**config.mk**
```make
export PLATFORM = sky130hd
export DESIGN_NAME = multi_source_sequencer
export DESIGN_NICKNAME = d
export VERILOG_FILES = /design/src/rtl/multi_source_pkg.sv /design/src/rtl/source_watchdog.sv /design/src/rtl/multi_source_sequencer.sv
export SDC_FILE = /design/constraint.sdc
export NUM_CORES = 1
export LEC_CHECK = 0
export CAP_MARGIN = 25
export CORE_MARGIN = 3
export CORE_UTILIZATION = 41
export CTS_CLUSTER_SIZE = 16
export DETAILED_ROUTE_END_ITERATION = 8
export PLACE_DENSITY = 0.81
export SYNTH_ARGS = -nofsm -noshare
export SYNTH_HDL_FRONTEND = slang
export SYNTH_SLANG_ARGS = --single-unit
```
**constraint.sdc**
```tcl
create_clock -name clk -period 2.07 [get_ports clk]
set_clock_uncertainty 0.15 [all_clocks]
set_input_delay 0.5175 -clock clk [delete_from_list [all_inputs] [get_ports clk]]
set_output_delay 0.5175 -clock clk [all_outputs]
set_load 0.05 [all_outputs]
```
**src/rtl/multi_source_pkg.sv**
```systemverilog
// Shared types and helpers for the multi-source vertex sequencer.
// Source selection walks a fixed 8-bit mask so one helper serves any NUM_SRC up to 8.
package multi_source_pkg;

    localparam int VERTEX_W_DEF = 48;
    localparam int COLOR_W_DEF  = 16;
    localparam int MAX_SRC      = 8;
    localparam int IDX_W        = 3;

    typedef enum logic [2:0] {
        ST_IDLE,
        ST_LAUNCH,
        ST_GUARD,
        ST_RUN,
        ST_FLUSH,
        ST_DONE
    } seq_state_e;

    typedef struct packed {
        logic             valid;
        logic [IDX_W-1:0] idx;
    } src_sel_t;

    // Lowest set bit strictly above cur.
    function automatic src_sel_t next_src(input logic [MAX_SRC-1:0] mask,
                                          input logic [IDX_W-1:0]   cur);
        src_sel_t sel;
        sel = '0;
        for (int i = MAX_SRC - 1; i >= 0; i--) begin
            if (mask[i] && (i > int'(cur))) begin
                sel.valid = 1'b1;
                sel.idx   = IDX_W'(i);
            end
        end
        return sel;
    endfunction

    function automatic src_sel_t first_src(input logic [MAX_SRC-1:0] mask);
        src_sel_t sel;
        if (mask[0]) begin
            sel.valid = 1'b1;
            sel.idx   = '0;
        end else begin
            sel = next_src(mask, '0);
        end
        return sel;
    endfunction

endpackage

```
**src/rtl/source_watchdog.sv**
```systemverilog
// Cycle counter with synchronous clear/enable and a terminal-count flag,
// used to bound how long a single source may hold the output stream.
module source_watchdog #(
    parameter int TERMINAL = 4095,
    parameter int CNT_W    = (TERMINAL < 1) ? 1 : $clog2(TERMINAL + 1)
) (
    input  logic clk,
    input  logic rst,
    input  logic clr,
    input  logic en,
    output logic tc
);

    logic [CNT_W-1:0] count_q, count_d;

    always_comb begin
        count_d = count_q;
        if (clr) begin
            count_d = '0;
        end else if (en) begin
            count_d = count_q + 1'b1;
        end
    end

    always_ff @(posedge clk) begin
        if (rst) begin
            count_q <= '0;
        end else begin
            count_q <= count_d;
        end
    end

    assign tc = (count_q == CNT_W'(TERMINAL));

endmodule

```
**src/rtl/multi_source_sequencer.sv**
```systemverilog
// Merges NUM_SRC vertex generators into one projector stream, servicing enabled
// sources in ascending order with a per-source watchdog, then flushing the projector.
module multi_source_sequencer
    import multi_source_pkg::*;
#(
    parameter int NUM_SRC        = 2,
    parameter int VERTEX_W       = VERTEX_W_DEF,
    parameter int COLOR_W        = COLOR_W_DEF,
    parameter int TIMEOUT_CYCLES = 4096
) (
    input  logic                        clk,
    input  logic                        rst,
    input  logic                        frame_req,
    input  logic [NUM_SRC-1:0]          src_enable,
    output logic [NUM_SRC-1:0]          src_activate,
    input  logic [NUM_SRC-1:0]          src_active,
    input  logic [NUM_SRC*VERTEX_W-1:0] src_vertex,
    input  logic [NUM_SRC*COLOR_W-1:0]  src_color,
    input  logic [NUM_SRC-1:0]          src_new_triangle,
    output logic [VERTEX_W-1:0]         vertex,
    output logic [COLOR_W-1:0]          color,
    output logic                        new_triangle,
    output logic                        flush,
    input  logic                        proj_done,
    output logic                        done_out,
    output logic                        timeout_err,
    output logic [NUM_SRC-1:0]          timed_out_mask,
    output logic [15:0]                 tri_count
);

    seq_state_e           state_q, state_d;
    logic [NUM_SRC-1:0]   en_q, en_d;
    logic [NUM_SRC-1:0]   tmask_q, tmask_d;
    logic [IDX_W-1:0]     cur_q, cur_d;
    logic [VERTEX_W-1:0]  vertex_q, vertex_d;
    logic [COLOR_W-1:0]   color_q, color_d;
    logic                 ntri_q, ntri_d;
    logic                 err_q, err_d;
    logic [15:0]          tri_count_q, tri_count_d;

    logic                 wd_clr, wd_en, wd_tc;
    src_sel_t             first_sel, next_sel;
    logic [VERTEX_W-1:0]  sel_vertex;
    logic [COLOR_W-1:0]   sel_color;
    logic                 sel_ntri, sel_active;
    logic [NUM_SRC-1:0]   cur_onehot;

    source_watchdog #(
        .TERMINAL(TIMEOUT_CYCLES - 1)
    ) u_watchdog (
        .clk(clk),
        .rst(rst),
        .clr(wd_clr),
        .en (wd_en),
        .tc (wd_tc)
    );

    assign first_sel = first_src(MAX_SRC'(src_enable));
    assign next_sel  = next_src(MAX_SRC'(en_q), cur_q);

    always_comb begin
        sel_vertex = '0;
        sel_color  = '0;
        sel_ntri   = 1'b0;
        sel_active = 1'b0;
        cur_onehot = '0;
        for (int i = 0; i < NUM_SRC; i++) begin
            if (cur_q == IDX_W'(i)) begin
                sel_vertex    = src_vertex[i*VERTEX_W +: VERTEX_W];
                sel_color     = src_color[i*COLOR_W +: COLOR_W];
                sel_ntri      = src_new_triangle[i];
                sel_active    = src_active[i];
                cur_onehot[i] = 1'b1;
            end
        end
    end

    always_comb begin
        state_d     = state_q;
        en_d        = en_q;
        cur_d       = cur_q;
        vertex_d    = vertex_q;
        color_d     = color_q;
        ntri_d      = 1'b0;
        tri_count_d = tri_count_q;
        err_d       = err_q;
        tmask_d     = tmask_q;
        wd_clr      = 1'b0;
        wd_en       = 1'b0;
        case (state_q)
            ST_IDLE: begin
                if (frame_req) begin
                    en_d        = src_enable;
                    tri_count_d = '0;
                    err_d       = 1'b0;
                    tmask_d     = '0;
                    if (first_sel.valid) begin
                        cur_d   = first_sel.idx;
                        state_d = ST_LAUNCH;
                    end else begin
                        state_d = ST_FLUSH;
                    end
                end
            end
            ST_LAUNCH: begin
                wd_clr  = 1'b1;
                state_d = ST_GUARD;
            end
            ST_GUARD: state_d = ST_RUN;
            ST_RUN: begin
                vertex_d = sel_vertex;
                color_d  = sel_color;
                ntri_d   = sel_ntri;
                wd_en    = 1'b1;
                if (sel_ntri && (tri_count_q != 16'hFFFF)) begin
                    tri_count_d = tri_count_q + 16'd1;
                end
                // An active drop on the terminal cycle is a clean finish, not a timeout.
                if (!sel_active || wd_tc) begin
                    if (sel_active) begin
                        err_d   = 1'b1;
                        tmask_d = tmask_q | cur_onehot;
                    end
                    if (next_sel.valid) begin
                        cur_d   = next_sel.idx;
                        state_d = ST_LAUNCH;
                    end else begin
                        state_d = ST_FLUSH;
                    end
                end
            end
            ST_FLUSH: begin
                if (proj_done) state_d = ST_DONE;
            end
            ST_DONE: begin
                if (!frame_req) state_d = ST_IDLE;
            end
            default: state_d = ST_IDLE;
        endcase
    end

    always_ff @(posedge clk) begin
        if (rst) begin
            state_q     <= ST_IDLE;
            en_q        <= '0;
            cur_q       <= '0;
            vertex_q    <= '0;
            color_q     <= '0;
            ntri_q      <= 1'b0;
            tri_count_q <= '0;
            err_q       <= 1'b0;
            tmask_q     <= '0;
        end else begin
            state_q     <= state_d;
            en_q        <= en_d;
            cur_q       <= cur_d;
            vertex_q    <= vertex_d;
            color_q     <= color_d;
            ntri_q      <= ntri_d;
            tri_count_q <= tri_count_d;
            err_q       <= err_d;
            tmask_q     <= tmask_d;
        end
    end

    assign src_activate   = (state_q == ST_LAUNCH) ? cur_onehot : '0;
    assign flush          = (state_q == ST_FLUSH);
    assign done_out       = (state_q == ST_DONE);
    assign vertex         = vertex_q;
    assign color          = color_q;
    assign new_triangle   = ntri_q;
    assign tri_count      = tri_count_q;
    assign timeout_err    = err_q;
    assign timed_out_mask = tmask_q;

endmodule
```
==> results.md <==
- Clk Latency, worst-skew pair: roughly 0.34 ns
- Syn_nets: around 660
- Worst R2R Setup Slack: about 0.11 ns
- Mapped Cells: approximately 520
- Residual DRC: 0
- Post-Syn Area: approximately 4700 um2
- Number of global-route vias before repair: 4712
- Post-DP HPWL: 10900 um
- Max_slew headroom: 0.657
- Initial DRT Pass Iterations: 4
- All-Layer GR Usage: 0.219
- Pins Over Slew Limit: 0
- Top area cells in the synthesized netlist: dfxtp_1, mux2i_1, a211oi_1
- Port-buffer cells: roughly 230
- Gpl congestion: 0.897
- Clock Sinks: 101
- Die Width: ~110 um
- Drt total wl: 14200 um
- Primary FF master, synth: dfxtp_1
- Post-synth EDFFs: 0
- CP Data Required Time: approximately 1.4 ns
- Total core area: ~11000 um2
- Nets: between 800 and 900
- Sequential share of the synthesized area: 0.433
- Least-Margin Pin Slew: 0.511 ns
- Most common cell after layout, fill and taps aside: clkdlybuf4s50_1
- Critical Path End Type: output port
- Initial DRC Count: about 220
- Synth-to-Final Area Change: 57.1%
- TritonCTS clock tree: done
- Cell row count: 38
- Leakage power: ~2.8 nW
- Num CTS Buffers: 9
- Clock Tree Buf Depth: 2
- Crit path time final: 2.00 ns
- Type of the most critical hold path: flip-flop to flip-flop
- Max Cap Violations: 0
- Distinct cells, synth: 45
- Starting density of the core: 0.425
- Post-synth top area cell: dfxtp_1
- Final-report setup violation count: 0
- Max Clock Freq: 0.499 GHz
- WS Path Type: flip-flop to output port
- Fill cell count: 908
- Status: finished clean
- Hold WS: about 0.30 ns
- Synth warn: 0
- Synth Register Bits: 101
- Final Hold Viols: 0
- CP Launch Type: flip-flop
- Critical path arrival: around 1.3 ns
- Initial antenna violation count: 0
- Hold Crit Endpoint: timeout_err$_SDFFE_PP0P_
- Critical R2R Launch: tri_count[0]$_SDFFE_PP0P_
- Post-synthesis average cell area: 9.04 um2
- Avg WL per Cell: between 15 and 20 um
- Cell area power density: 938 nW/um2
- Hold path depth: 2
- Crit-path max FO: 11
- FF-to-FF End: tri_count[7]$_SDFFE_PP0P_
- Diodes inserted: 0
- Vias: around 4.7k
- Asr flop ratio synth: 0
- First-pass GRT wire length: approximately 23000 um
- # IOs: 226
- Peak VDD IR: 0.503 mV
- Post-route ant nets: 0
- Die Area: 12700 um2
- Largest net degree at the start of global routing: 63
- Global route overflow: 0
- Most frequent cells in the layout: clkdlybuf4s50_1, buf_4, dfxtp_1
- Power, Total: ~6.9 mW
- DR vias/cell: between 5 and 6
- Fin crit share: 0.967
- H-tree levels: 3
- Worst R2R Path Depth: 7
- Ratio of cells with drive above 1 in the final layout: 0.202
- Post-synth top area share: 0.433
- Hold path start: timeout_err$_SDFFE_PP0P_
- Clk slew on worst S/H paths: around 0.060 ns
- Die extent in y: around 110 um
- Root Driver: clkbuf_16
[critical path: stages (launching register included)]
cell	delay [ns]
dfxtp_1	0.32
buf_4	0.17
nor2_2	0.15
and3_4	0.23
buf_12	0.13
[logic make-up after synthesis]
family / share of synthesized area
simple gates: 0.177
compound gates: 0.174
flops: 0.433
mux: 0.146
buf+inv: 0.0397
xor+xnor: 0.0244
fa+ha+maj: 0.00536
[how the worst max path moves through the flow]
stage	from	end	slack (ns)
after global placement	frame_req	tri_count[15]$_SDFFE_PP0P_	-0.41
final	state_q[2]$_SDFFE_PP0P_	src_activate[1]	0.07
after global routing	state_q[2]$_SDFFE_PP0P_	src_activate[0]	-0.008
after floorplan	tri_count[2]$_SDFFE_PP0P_	tri_count[14]$_SDFFE_PP0P_	0.02
after CTS	frame_req	tri_count[2]$_SDFFE_PP0P_	0.004
after detailed placement	frame_req	tri_count[3]$_SDFFE_PP0P_	-0.47
[what timing repair did]
action,4_1_cts,5_1_grt
setup buffers,0,2
endpoints found under the setup margin,8,12
pin swaps,1,2
cloned,1,0
resized for setup,2,12
hold buffers,0,0
[state kept, by name, summed over array words and instances, names as in the netlist]
register	cells
timed_out_mask	2
en_q	1
state_q	3
u_watchdog.count_q	12
color	16
timeout_err	1
tri_count	16
new_triangle	1
cur_q	1
vertex	48
[per-stage QoR]
stage / util / TNS (ns) / cell area (um2) / setup WS [ns] / instances
2_1_floorplan: - / 0 / 4680 / 0.0167 / 516
3_3_place_gp: 0.635 / -4.62 / 6970 / -0.407 / 864
3_5_place_dp: 0.635 / -5.23 / 6970 / -0.467 / 864
4_1_cts: 0.663 / 0 / 7290 / 0.00432 / 881
5_1_grt: 0.667 / -0.00848 / 7330 / -0.00848 / 883
6_report: 0.667 / 0 / 7330 / 0.0680 / 883
[cells in the mapped netlist, types with 3 or more instances]
master / number
a211oi_1: 66
a21oi_1: 7
a311oi_1: 4
a31oi_1: 6
and2_1: 3
and3_1: 6
and4_1: 5
buf_1: 6
buf_2: 16
clkbuf_1: 16
dfxtp_1: 101
inv_1: 5
mux2i_1: 67
nand2_1: 28
nand2b_1: 3
nand3_1: 10
nand4_1: 11
nor2_1: 92
nor3_1: 3
nor4_1: 4
o21ai_0: 15
o31ai_1: 4
xnor2_1: 3
xor2_1: 10
[per-layer routing]
| layer | global-route usage | wire length (um) | vias up |
|---|---|---|---|
| li1 | - | - | 2334 |
| met1 | 0.248 | 5500 | 2173 |
| met2 | 0.388 | 7100 | 211 |
| met3 | 0.0695 | 1290 | 22 |
| met4 | 0.0737 | 285 | 0 |
| met5 | 0 | 0 | - |
[report_power, final]
group / internal (mW) / leakage (nW) / switching (mW) / total (mW)
registers: 2.18 / 0.818 / 0.157 / 2.33
logic: 1.16 / 1.80 / 1.72 / 2.89
clock network: 0.967 / 0.143 / 0.688 / 1.65
[final cells by class]
type                            instances  area, um2  share of cell area
Clock buffer                           12        246              0.0336
Clock inverter                          4       47.5             0.00649
Inverter                                6       22.5             0.00307
Multi-Input combinational cell        372       2510               0.343
Sequential cell                       101       2030               0.277
Tap cell                              140        175              0.0239
Timing Repair Buffer                  248       2290               0.313
No activity file was read; power rests on OpenSTA's default activity.
